--- src/rtl/urv_dm_arbiter_pkg.sv ---
// urv_dm_arbiter_pkg: state encodings, request bundle and counter helper for the data-memory arbiter
package urv_dm_arbiter_pkg;

    localparam logic [1:0] DMA_IDLE = 2'd0;
    localparam logic [1:0] DMA_CORE = 2'd1;
    localparam logic [1:0] DMA_HOST = 2'd2;

    typedef struct packed {
        logic        we;
        logic [31:0] addr;
        logic [31:0] data;
        logic [3:0]  sel;
    } dm_req_t;

    function automatic logic [7:0] sat_inc(input logic [7:0] v);
        return v + {7'd0, v != 8'hff};
    endfunction

endpackage

--- src/rtl/urv_dm_arbiter.sv ---
// urv_dm_arbiter: shares the uRV data-memory port between the core and a host master
module urv_dm_arbiter
    import urv_dm_arbiter_pkg::*;
#(
    parameter int HOST_MAX_WAIT  = 16,
    parameter int TIMEOUT_CYCLES = 255
) (
    input  logic        clk_i,
    input  logic        rst_n_i,
    input  logic        c_req_i,
    input  logic        c_we_i,
    input  logic [31:0] c_addr_i,
    input  logic [31:0] c_data_i,
    input  logic [3:0]  c_sel_i,
    output logic        c_ack_o,
    output logic        c_err_o,
    output logic [31:0] c_data_o,
    input  logic        h_req_i,
    input  logic        h_we_i,
    input  logic [31:0] h_addr_i,
    input  logic [31:0] h_data_i,
    input  logic [3:0]  h_sel_i,
    output logic        h_ack_o,
    output logic        h_err_o,
    output logic [31:0] h_data_o,
    output logic [31:0] m_addr_o,
    output logic [31:0] m_data_s_o,
    output logic [3:0]  m_data_select_o,
    output logic        m_load_o,
    output logic        m_store_o,
    input  logic        m_ready_i,
    input  logic [31:0] m_data_l_i,
    output logic        busy_o
);

    localparam logic [7:0] HOST_LIMIT = 8'(HOST_MAX_WAIT);
    localparam logic [7:0] TO_LAST    = 8'(TIMEOUT_CYCLES - 1);
    localparam bit         TO_EN      = TIMEOUT_CYCLES != 0;

    logic [1:0]  state_q, state_d;
    logic [7:0]  wait_q, wait_d, host_wait_q, host_wait_d;
    logic [31:0] m_addr_q, m_addr_d, m_data_s_q, m_data_s_d;
    logic [3:0]  m_sel_q, m_sel_d;
    logic        m_load_q, m_load_d, m_store_q, m_store_d;
    logic        c_ack_q, c_ack_d, c_err_q, c_err_d, h_ack_q, h_ack_d, h_err_q, h_err_d;
    logic [31:0] c_data_q, c_data_d, h_data_q, h_data_d;
    logic        busy_q, busy_d;
    logic        c_elig, h_elig, host_grant, core_grant, finish;
    logic [31:0] done_data;
    dm_req_t     c_in, h_in, win;

    assign c_in = {c_we_i, c_addr_i, c_data_i, c_sel_i};
    assign h_in = {h_we_i, h_addr_i, h_data_i, h_sel_i};

    // a port still seeing its ack this cycle is finishing, not asking again
    assign c_elig     = c_req_i && !c_ack_q;
    assign h_elig     = h_req_i && !h_ack_q;
    assign host_grant = state_q == DMA_IDLE && h_elig && (host_wait_q >= HOST_LIMIT || !c_elig);
    assign core_grant = state_q == DMA_IDLE && c_elig && !host_grant;
    assign win        = host_grant ? h_in : c_in;
    assign finish     = state_q != DMA_IDLE && (m_ready_i || (TO_EN && wait_q == TO_LAST));
    assign done_data  = m_ready_i && m_load_q ? m_data_l_i : 32'd0;

    always_comb begin
        state_d     = state_q;
        wait_d      = wait_q;
        m_addr_d    = m_addr_q;
        m_data_s_d  = m_data_s_q;
        m_sel_d     = m_sel_q;
        m_load_d    = m_load_q;
        m_store_d   = m_store_q;
        c_ack_d     = 1'b0;
        c_err_d     = 1'b0;
        h_ack_d     = 1'b0;
        h_err_d     = 1'b0;
        c_data_d    = c_data_q;
        h_data_d    = h_data_q;
        if (host_grant || core_grant) begin
            m_addr_d   = win.addr;
            m_data_s_d = win.data;
            m_sel_d    = win.sel;
            m_store_d  = win.we;
            m_load_d   = !win.we;
            wait_d     = 8'd0;
            state_d    = host_grant ? DMA_HOST : DMA_CORE;
        end else if (finish) begin
            m_load_d  = 1'b0;
            m_store_d = 1'b0;
            state_d   = DMA_IDLE;
            c_ack_d   = state_q == DMA_CORE;
            h_ack_d   = state_q == DMA_HOST;
            c_err_d   = state_q == DMA_CORE && !m_ready_i;
            h_err_d   = state_q == DMA_HOST && !m_ready_i;
            c_data_d  = state_q == DMA_CORE ? done_data : c_data_q;
            h_data_d  = state_q == DMA_HOST ? done_data : h_data_q;
        end else if (state_q != DMA_IDLE) begin
            wait_d = sat_inc(wait_q);
        end
        host_wait_d = (!h_req_i || host_grant) ? 8'd0 : sat_inc(host_wait_q);
        busy_d      = state_d != DMA_IDLE;
    end

    always_ff @(posedge clk_i) begin
        if (!rst_n_i) begin
            state_q     <= DMA_IDLE;
            wait_q      <= 8'd0;
            host_wait_q <= 8'd0;
            m_addr_q    <= 32'd0;
            m_data_s_q  <= 32'd0;
            m_sel_q     <= 4'd0;
            m_load_q    <= 1'b0;
            m_store_q   <= 1'b0;
            c_ack_q     <= 1'b0;
            c_err_q     <= 1'b0;
            h_ack_q     <= 1'b0;
            h_err_q     <= 1'b0;
            c_data_q    <= 32'd0;
            h_data_q    <= 32'd0;
            busy_q      <= 1'b0;
        end else begin
            state_q     <= state_d;
            wait_q      <= wait_d;
            host_wait_q <= host_wait_d;
            m_addr_q    <= m_addr_d;
            m_data_s_q  <= m_data_s_d;
            m_sel_q     <= m_sel_d;
            m_load_q    <= m_load_d;
            m_store_q   <= m_store_d;
            c_ack_q     <= c_ack_d;
            c_err_q     <= c_err_d;
            h_ack_q     <= h_ack_d;
            h_err_q     <= h_err_d;
            c_data_q    <= c_data_d;
            h_data_q    <= h_data_d;
            busy_q      <= busy_d;
        end
    end

    assign c_ack_o         = c_ack_q;
    assign c_err_o         = c_err_q;
    assign c_data_o        = c_data_q;
    assign h_ack_o         = h_ack_q;
    assign h_err_o         = h_err_q;
    assign h_data_o        = h_data_q;
    assign m_addr_o        = m_addr_q;
    assign m_data_s_o      = m_data_s_q;
    assign m_data_select_o = m_sel_q;
    assign m_load_o        = m_load_q;
    assign m_store_o       = m_store_q;
    assign busy_o          = busy_q;

endmodule
--- config.mk ---
export PLATFORM = sky130hd
export DESIGN_NAME = urv_dm_arbiter
export DESIGN_NICKNAME = d
export VERILOG_FILES = /design/src/rtl/urv_dm_arbiter_pkg.sv /design/src/rtl/urv_dm_arbiter.sv
export SDC_FILE = /design/constraint.sdc
export NUM_CORES = 1
export LEC_CHECK = 0
export CAP_MARGIN = 25
export CORE_UTILIZATION = 45
export DETAILED_ROUTE_END_ITERATION = 12
export PLACE_DENSITY = 0.95
export SYNTH_ARGS = -nofsm -noshare
export SYNTH_HDL_FRONTEND = slang
export SYNTH_SLANG_ARGS = --single-unit
--- constraint.sdc ---
create_clock -name clk_i -period 2.49 [get_ports clk_i]
set_input_delay 0.249 -clock clk_i [delete_from_list [all_inputs] [get_ports clk_i]]
set_output_delay 0.249 -clock clk_i [all_outputs]
set_load 0.02 [all_outputs]
==> qor.yml, run 1 <==
clock.fmax_mhz: 491
rsz0062_at_grt: "false"
drt-initial-drc-count: 291
post-place-ws_ns: 0.337
ys.flop_type: "dfxtp_1"
syn-cell-area_um2: 6690
vias: 6031
status: "finished, final reports clean"
slew_headroom_pct: 39.9
reg2reg_slack_ns: 0.45
drtPass1Iterations: 5
gp_congestion: 0.824
cts_hold_buf: 0
clockBufferDepth: 2
synth_area_leaders: "dfxtp_1 (47%), mux2i_1 (20%), o211a_1 (9.7%), nand2_1 (9.4%), buf_4 (2.4%)"
setup_violations: 0
die_w_um: 124
worstSetupPathType: "reg2reg"
diodes: 0
cts_num_sinks: 157
static-leakage-power_uw: 0.00454
required_ns: 2.80
r2r_cells: 6
final_common_cell: "clkdlybuf4s50_1"
slowest_stage: "or4_4"
totalWireLength_um: 20200
critical-path-top-delay-family: "simple AND/OR/NAND/NOR gates"
clkTransAtPathRegs_ns: 0.07
hp-class: "in2reg"
ir_drop_v: 0.000490
cts_max_level: 4
crit_path_cell_trace: "or4_4 > o211ai_4 > buf_12 > buf_12 > nand2_1 > o211a_1"
finalCritPeriodShare_pct: 81.8
grt_pass1_wl_um: 29800
grt-ovfl-total: 0
slew_viol_final: 0
fillerInstances: 993
critical_path_arrival_ns: 2.35
core_area_um2: 14500
syn_area_per_cell_um2: 9.92
totalNegativeSetupSlack_ns: 0
root_buffer: "clkbuf_16"
layout_common_cells: "clkdlybuf4s50_1 (312), nand2_1 (167), dfxtp_1 (157)"
dieArea_um2: 15400
grt_usage_pct: 25.7
crit_fanout: 60
synth_cells: 675
synth_fp_nets: 854
fin_ws_ns: 0.452
synth_top_area_share_pct: 47.0
fin_skew_ns: 0.0119
ff_latch_area_um2: 3140
syn_to_final_growth_pct: 58.9
cellPowerDensity_nw_per_um2: 645
worst-path-buf-inv: 2
cts_tree: "yes"
die-height_um: 124
whs_endpoint: "wait_q[3]"
hold_depth: 3
drtAntennaViolNets: 0
synthArstFlopShare_pct: 0
crit_path_end_kind: "register"
r2r-start: "host_wait_q[7]"
r2r_end: "m_data_s_o[7]"
placed_area_um2: 10000
numCtsBuffers: 17
crit_top_cell: "buf_12"
start_util_pct: 46.0
start_kind: "register"
first_global_vias: 5832
clkLatencyLatePin_ns: 0.43
post-route-min-period_ns: 2.04
drc: 0
post-cts-setup-buffers: 0
hold_violations: 0
ys_seq_elements: 157
yosysWarnings: 0
max_stage_delay_ns: 0.58
io_buffers: 313
startpoint: "host_wait_q[7]"
multi_input_area_um2: 3260
cap_violations: 0
io_pins: 314
tightest_slew_ns: 0.902
yosysTopAreaCell: "dfxtp_1"
synth_edf_count: 0
wl_per_cell_um: 17.3
num_rows: 44
min_from: "rst_n_i"
cts-resized-gates: 0
yosysSeqAreaShare_pct: 47.0
drive_gt1_share_pct: 5.70
antenna_found_initial: 0
dp_hpwl_um: 14300
nets: 1148
ys_types: 44
grt_max_degree: 88
avgViaCountPerCell: 5.17
fin_area_um2: 10600
worst register-to-register path: cells and delay by family, from the launching register on:
kind,cells,cell delay [ns]
buf+inv,2,0.50
simple gates,2,0.73
flops,1,0.34
compound gates,2,0.37
per-stage QoR:
| stage | power (uW) | util (%) | hold slack, ns | std cells |
|---|---|---|---|---|
| after global placement | 4110 | 68.8 | 0.441 | 1134 |
| after CTS | 6910 | 73.1 | 0.351 | 1166 |
| final | 6860 | 73.1 | 0.362 | 1166 |
| after global routing | 7120 | 73.1 | 0.385 | 1166 |
| after floorplan | 3470 | - | 0.325 | 675 |
| after detailed placement | 4160 | 68.8 | 0.448 | 1134 |
layout make-up:
type | instances | share of cell area, %
repair buffers | 329 | 31.5
multi-input cells | 459 | 30.7
flip-flops and latches | 157 | 29.6
clock buffers | 17 | 4.00
well taps | 184 | 2.17
clock inverters | 15 | 1.89
inverters | 5 | 0.177
logic make-up (layout without fill, tap and decap cells):
kind of cell    count (synthesis)  after routing  synth area share (%)
simple gates                  218            218                  13.9
xor+xnor                        8              8                  1.05
mux                           131            131                  19.6
fa+ha+maj                       4              4                 0.748
compound gates                 98             98                  13.0
flops                         157            157                  47.0
buf+inv                        59            366                  4.67
registers in the layout, indices dropped and copies added (netlist names), 2 cells and up:
signal and count:
state_q 2, wait_q 8, h_data_o 32, m_data_s_o 32, c_data_o 32, host_wait_q 8, m_addr_o 32, m_data_select_o 4
worst max path at each step:
stage	end	slack, ns	depth (start not counted)
2_1_floorplan	m_addr_o[26]	0.89	6
3_3_place_gp	m_addr_o[7]	0.44	7
3_5_place_dp	m_data_s_o[22]	0.34	7
4_1_cts	m_data_s_o[7]	0.48	6
5_1_grt	m_data_s_o[7]	0.40	6
6_report	m_data_s_o[7]	0.45	6
synth_stat cells (2+ instances only):
| cell | number |
|---|---|
| a21oi_1 | 6 |
| o211ai_1 | 2 |
| xor2_1 | 6 |
| or3_1 | 3 |
| buf_4 | 21 |
| mux2i_1 | 131 |
| inv_1 | 5 |
| clkbuf_1 | 23 |
| a31oi_1 | 3 |
| o211a_1 | 65 |
| nand3_1 | 7 |
| nor3b_1 | 4 |
| ha_1 | 4 |
| nor2_1 | 13 |
| and4_1 | 2 |
| o221ai_1 | 3 |
| xnor2_1 | 2 |
| a21boi_0 | 3 |
| and3_1 | 7 |
| buf_2 | 10 |
| dfxtp_1 | 157 |
| nand2_1 | 167 |
| nand4_1 | 2 |
| o21ai_0 | 6 |
| nor2b_1 | 4 |
power by group:
group	switching (uW)	internal [uW]	total, uW
sequential	79.1	2650	2730
clock	1130	1610	2740
combinational	634	750	1380
total	1840	5010	6860
routing by layer:
metal	vias up	wire (um)	GRT usage [%]
li1	2956	-	-
met1	2816	7660	26.7
met2	215	10300	45.9
met3	44	1530	9.80
met4	0	641	10.7
met5	-	0	0
No activity file was read; power rests on OpenSTA's default activity.
==> run 2: changes to the inputs <==
--- a/config.mk
+++ b/config.mk
@@ -6,9 +6,9 @@
 export NUM_CORES = 1
 export LEC_CHECK = 0
 export CAP_MARGIN = 25
-export CORE_UTILIZATION = 45
+export CORE_UTILIZATION = 41
 export DETAILED_ROUTE_END_ITERATION = 12
-export PLACE_DENSITY = 0.95
+export PLACE_DENSITY = 0.91
 export SYNTH_ARGS = -nofsm -noshare
 export SYNTH_HDL_FRONTEND = slang
 export SYNTH_SLANG_ARGS = --single-unit
==> constraint.sdc (replaced) <==
create_clock -name clk_i -period 2.05 [get_ports clk_i]
set_input_delay 0.205 -clock clk_i [delete_from_list [all_inputs] [get_ports clk_i]]
set_output_delay 0.205 -clock clk_i [all_outputs]
set_load 0.02 [all_outputs]
==> run 2 against run 1 <==
Net effect: global-route usage fell by 2.0 points; wire length fell by 0.47%; first-iteration DRC count fell by 21%; total power rose by 18%; fmax rose by 7.9%; clock power rose by 13%; largest cell class unchanged.
==> qor.yml, run 2 (synthesis gave the netlist of run 1 again) <==
num_rows: 46  # +4.5%
worst-path-buf-inv: 2  # unchanged
clockBufferDepth: 2  # unchanged
fin_skew_ns: 0.00775  # -0.00418 ns
grt-ovfl-total: 0  # unchanged
setup_violations: 0  # unchanged
crit_path_cell_trace: "or4_4 > o211ai_4 > buf_12 > buf_4 > nand2_1 > o211a_1"
crit_path_end_kind: "register"
rsz0062_at_grt: "false"
die-height_um: 130  # +4.7%
clkLatencyLatePin_ns: 0.42  # about the same
dieArea_um2: 16800  # +9.6%
io_buffers: 313  # unchanged
clkTransAtPathRegs_ns: 0.07  # about the same
io_pins: 314  # unchanged
post-route-min-period_ns: 1.89  # -0.149 ns
gp_congestion: 0.837  # +1.6%
worstSetupPathType: "reg2reg"
status: "finished, final reports clean"
static-leakage-power_uw: 0.00457  # +0.69%
start_util_pct: 42.1  # -3.9 points
totalNegativeSetupSlack_ns: 0  # unchanged
die_w_um: 130  # +4.7%
numCtsBuffers: 17  # unchanged
ir_drop_v: 0.000566  # +16%
tightest_slew_ns: 0.508  # -0.394 ns
cts_hold_buf: 0  # unchanged
avgViaCountPerCell: 5.05  # -2.4%
totalWireLength_um: 20100  # -0.47%
drive_gt1_share_pct: 6.56  # +0.86 points
critical_path_arrival_ns: 2.20  # -0.15 ns
finalCritPeriodShare_pct: 92.1  # +10 points
grt_pass1_wl_um: 30400  # +2.3%
drc: 0  # unchanged
cts_tree: "yes"
syn_to_final_growth_pct: 60.5
drtAntennaViolNets: 0  # unchanged
crit_fanout: 41  # -32%
max_stage_delay_ns: 0.56  # -0.02 ns
clock.fmax_mhz: 530  # +7.9%
cap_violations: 0  # unchanged
hold_violations: 0  # unchanged
vias: 6101  # +1.2%
finalPower_uw: 8110  # +18%
start_kind: "register"
core_area_um2: 15900  # +9.3%
cts_num_sinks: 157  # unchanged
wl_per_cell_um: 16.6  # -4.0%
first_global_vias: 6141  # +5.3%
required_ns: 2.36  # -0.44 ns
final_common_cell: "clkdlybuf4s50_1"
cts-resized-gates: 0  # unchanged
nets: 1157  # +0.78%
dp_hpwl_um: 14800  # +3.6%
root_buffer: "clkbuf_16"
critical-path-top-delay-family: "simple AND/OR/NAND/NOR gates"
hp-class: "in2reg"
antenna_found_initial: 1  # +1
grt_max_degree: 88  # unchanged
slew_headroom_pct: 66.1  # +26 points
cts_max_level: 4  # unchanged
cellPowerDensity_nw_per_um2: 755  # +17%
slew_viol_final: 0  # unchanged
post-cts-setup-buffers: 0  # unchanged
drtPass1Iterations: 5  # unchanged
drt-initial-drc-count: 231  # -21%
layout_common_cells: "clkdlybuf4s50_1 (312), nand2_1 (167), dfxtp_1 (157)"
slowest_stage: "or4_4"
grt_usage_pct: 23.6  # -2.0 points
==> run 2: cell types whose count changed in the layout (fill, tap and decap cells not counted), sizes merged <==
cell      change
buf           +9
diode         +2
clkinvlp      +2
bufinv        -2
==> run 2: power breakdown <==
part / internal [uW] / switching, uW
Sequential: 3220 / 92.2
Clock: 1710 / 1380
Combinational: 941 / 771
==> run 2: path summary, 6_finish.rpt <==
path	cells past startpoint	slack, ns	endpoint	from
worst min register to register	2	0.45	h_data_o[4]	h_data_o[4]
worst max register to register	6	0.16	m_addr_o[14]	host_wait_q[6]
worst min-delay path	2	0.14	state_q[1]	rst_n_i
worst max-delay path	6	0.16	m_addr_o[14]	host_wait_q[6]
==> run 2: layout make-up <==
| class | count | area [um^2] |
|---|---|---|
| Antenna cell | 2 | 5.00 |
| Clock buffer | 17 | 425 |
| Clock inverter | 15 | 151 |
| Fill cell | 1221 | 5140 |
| Inverter | 5 | 18.8 |
| Multi-Input combinational cell | 459 | 3260 |
| Sequential cell | 157 | 3140 |
| Tap cell | 216 | 270 |
| Timing Repair Buffer | 338 | 3470 |
==> run 2: metal layers <==
metal,track usage [%],share of wire (%)
met5,0,0
met4,14.0,4.8
met3,8.24,7.1
met2,41.6,50
met1,24.3,38
==> run 2: metrics by stage <==
stage / cells / util, % / hold slack [ns] / area (um^2) / setup slack, ns
after global placement: 1175 / 64.0 / 0.442 / 10200 / 0.182
after global routing: 1207 / 67.6 / 0.116 / 10700 / 0.0209
after floorplan: 675 / - / 0.281 / 6690 / 0.452
after CTS: 1207 / 67.6 / 0.113 / 10700 / 0.171
final: 1209 / 67.6 / 0.138 / 10700 / 0.162
after detailed placement: 1175 / 64.0 / 0.447 / 10200 / 0.0567
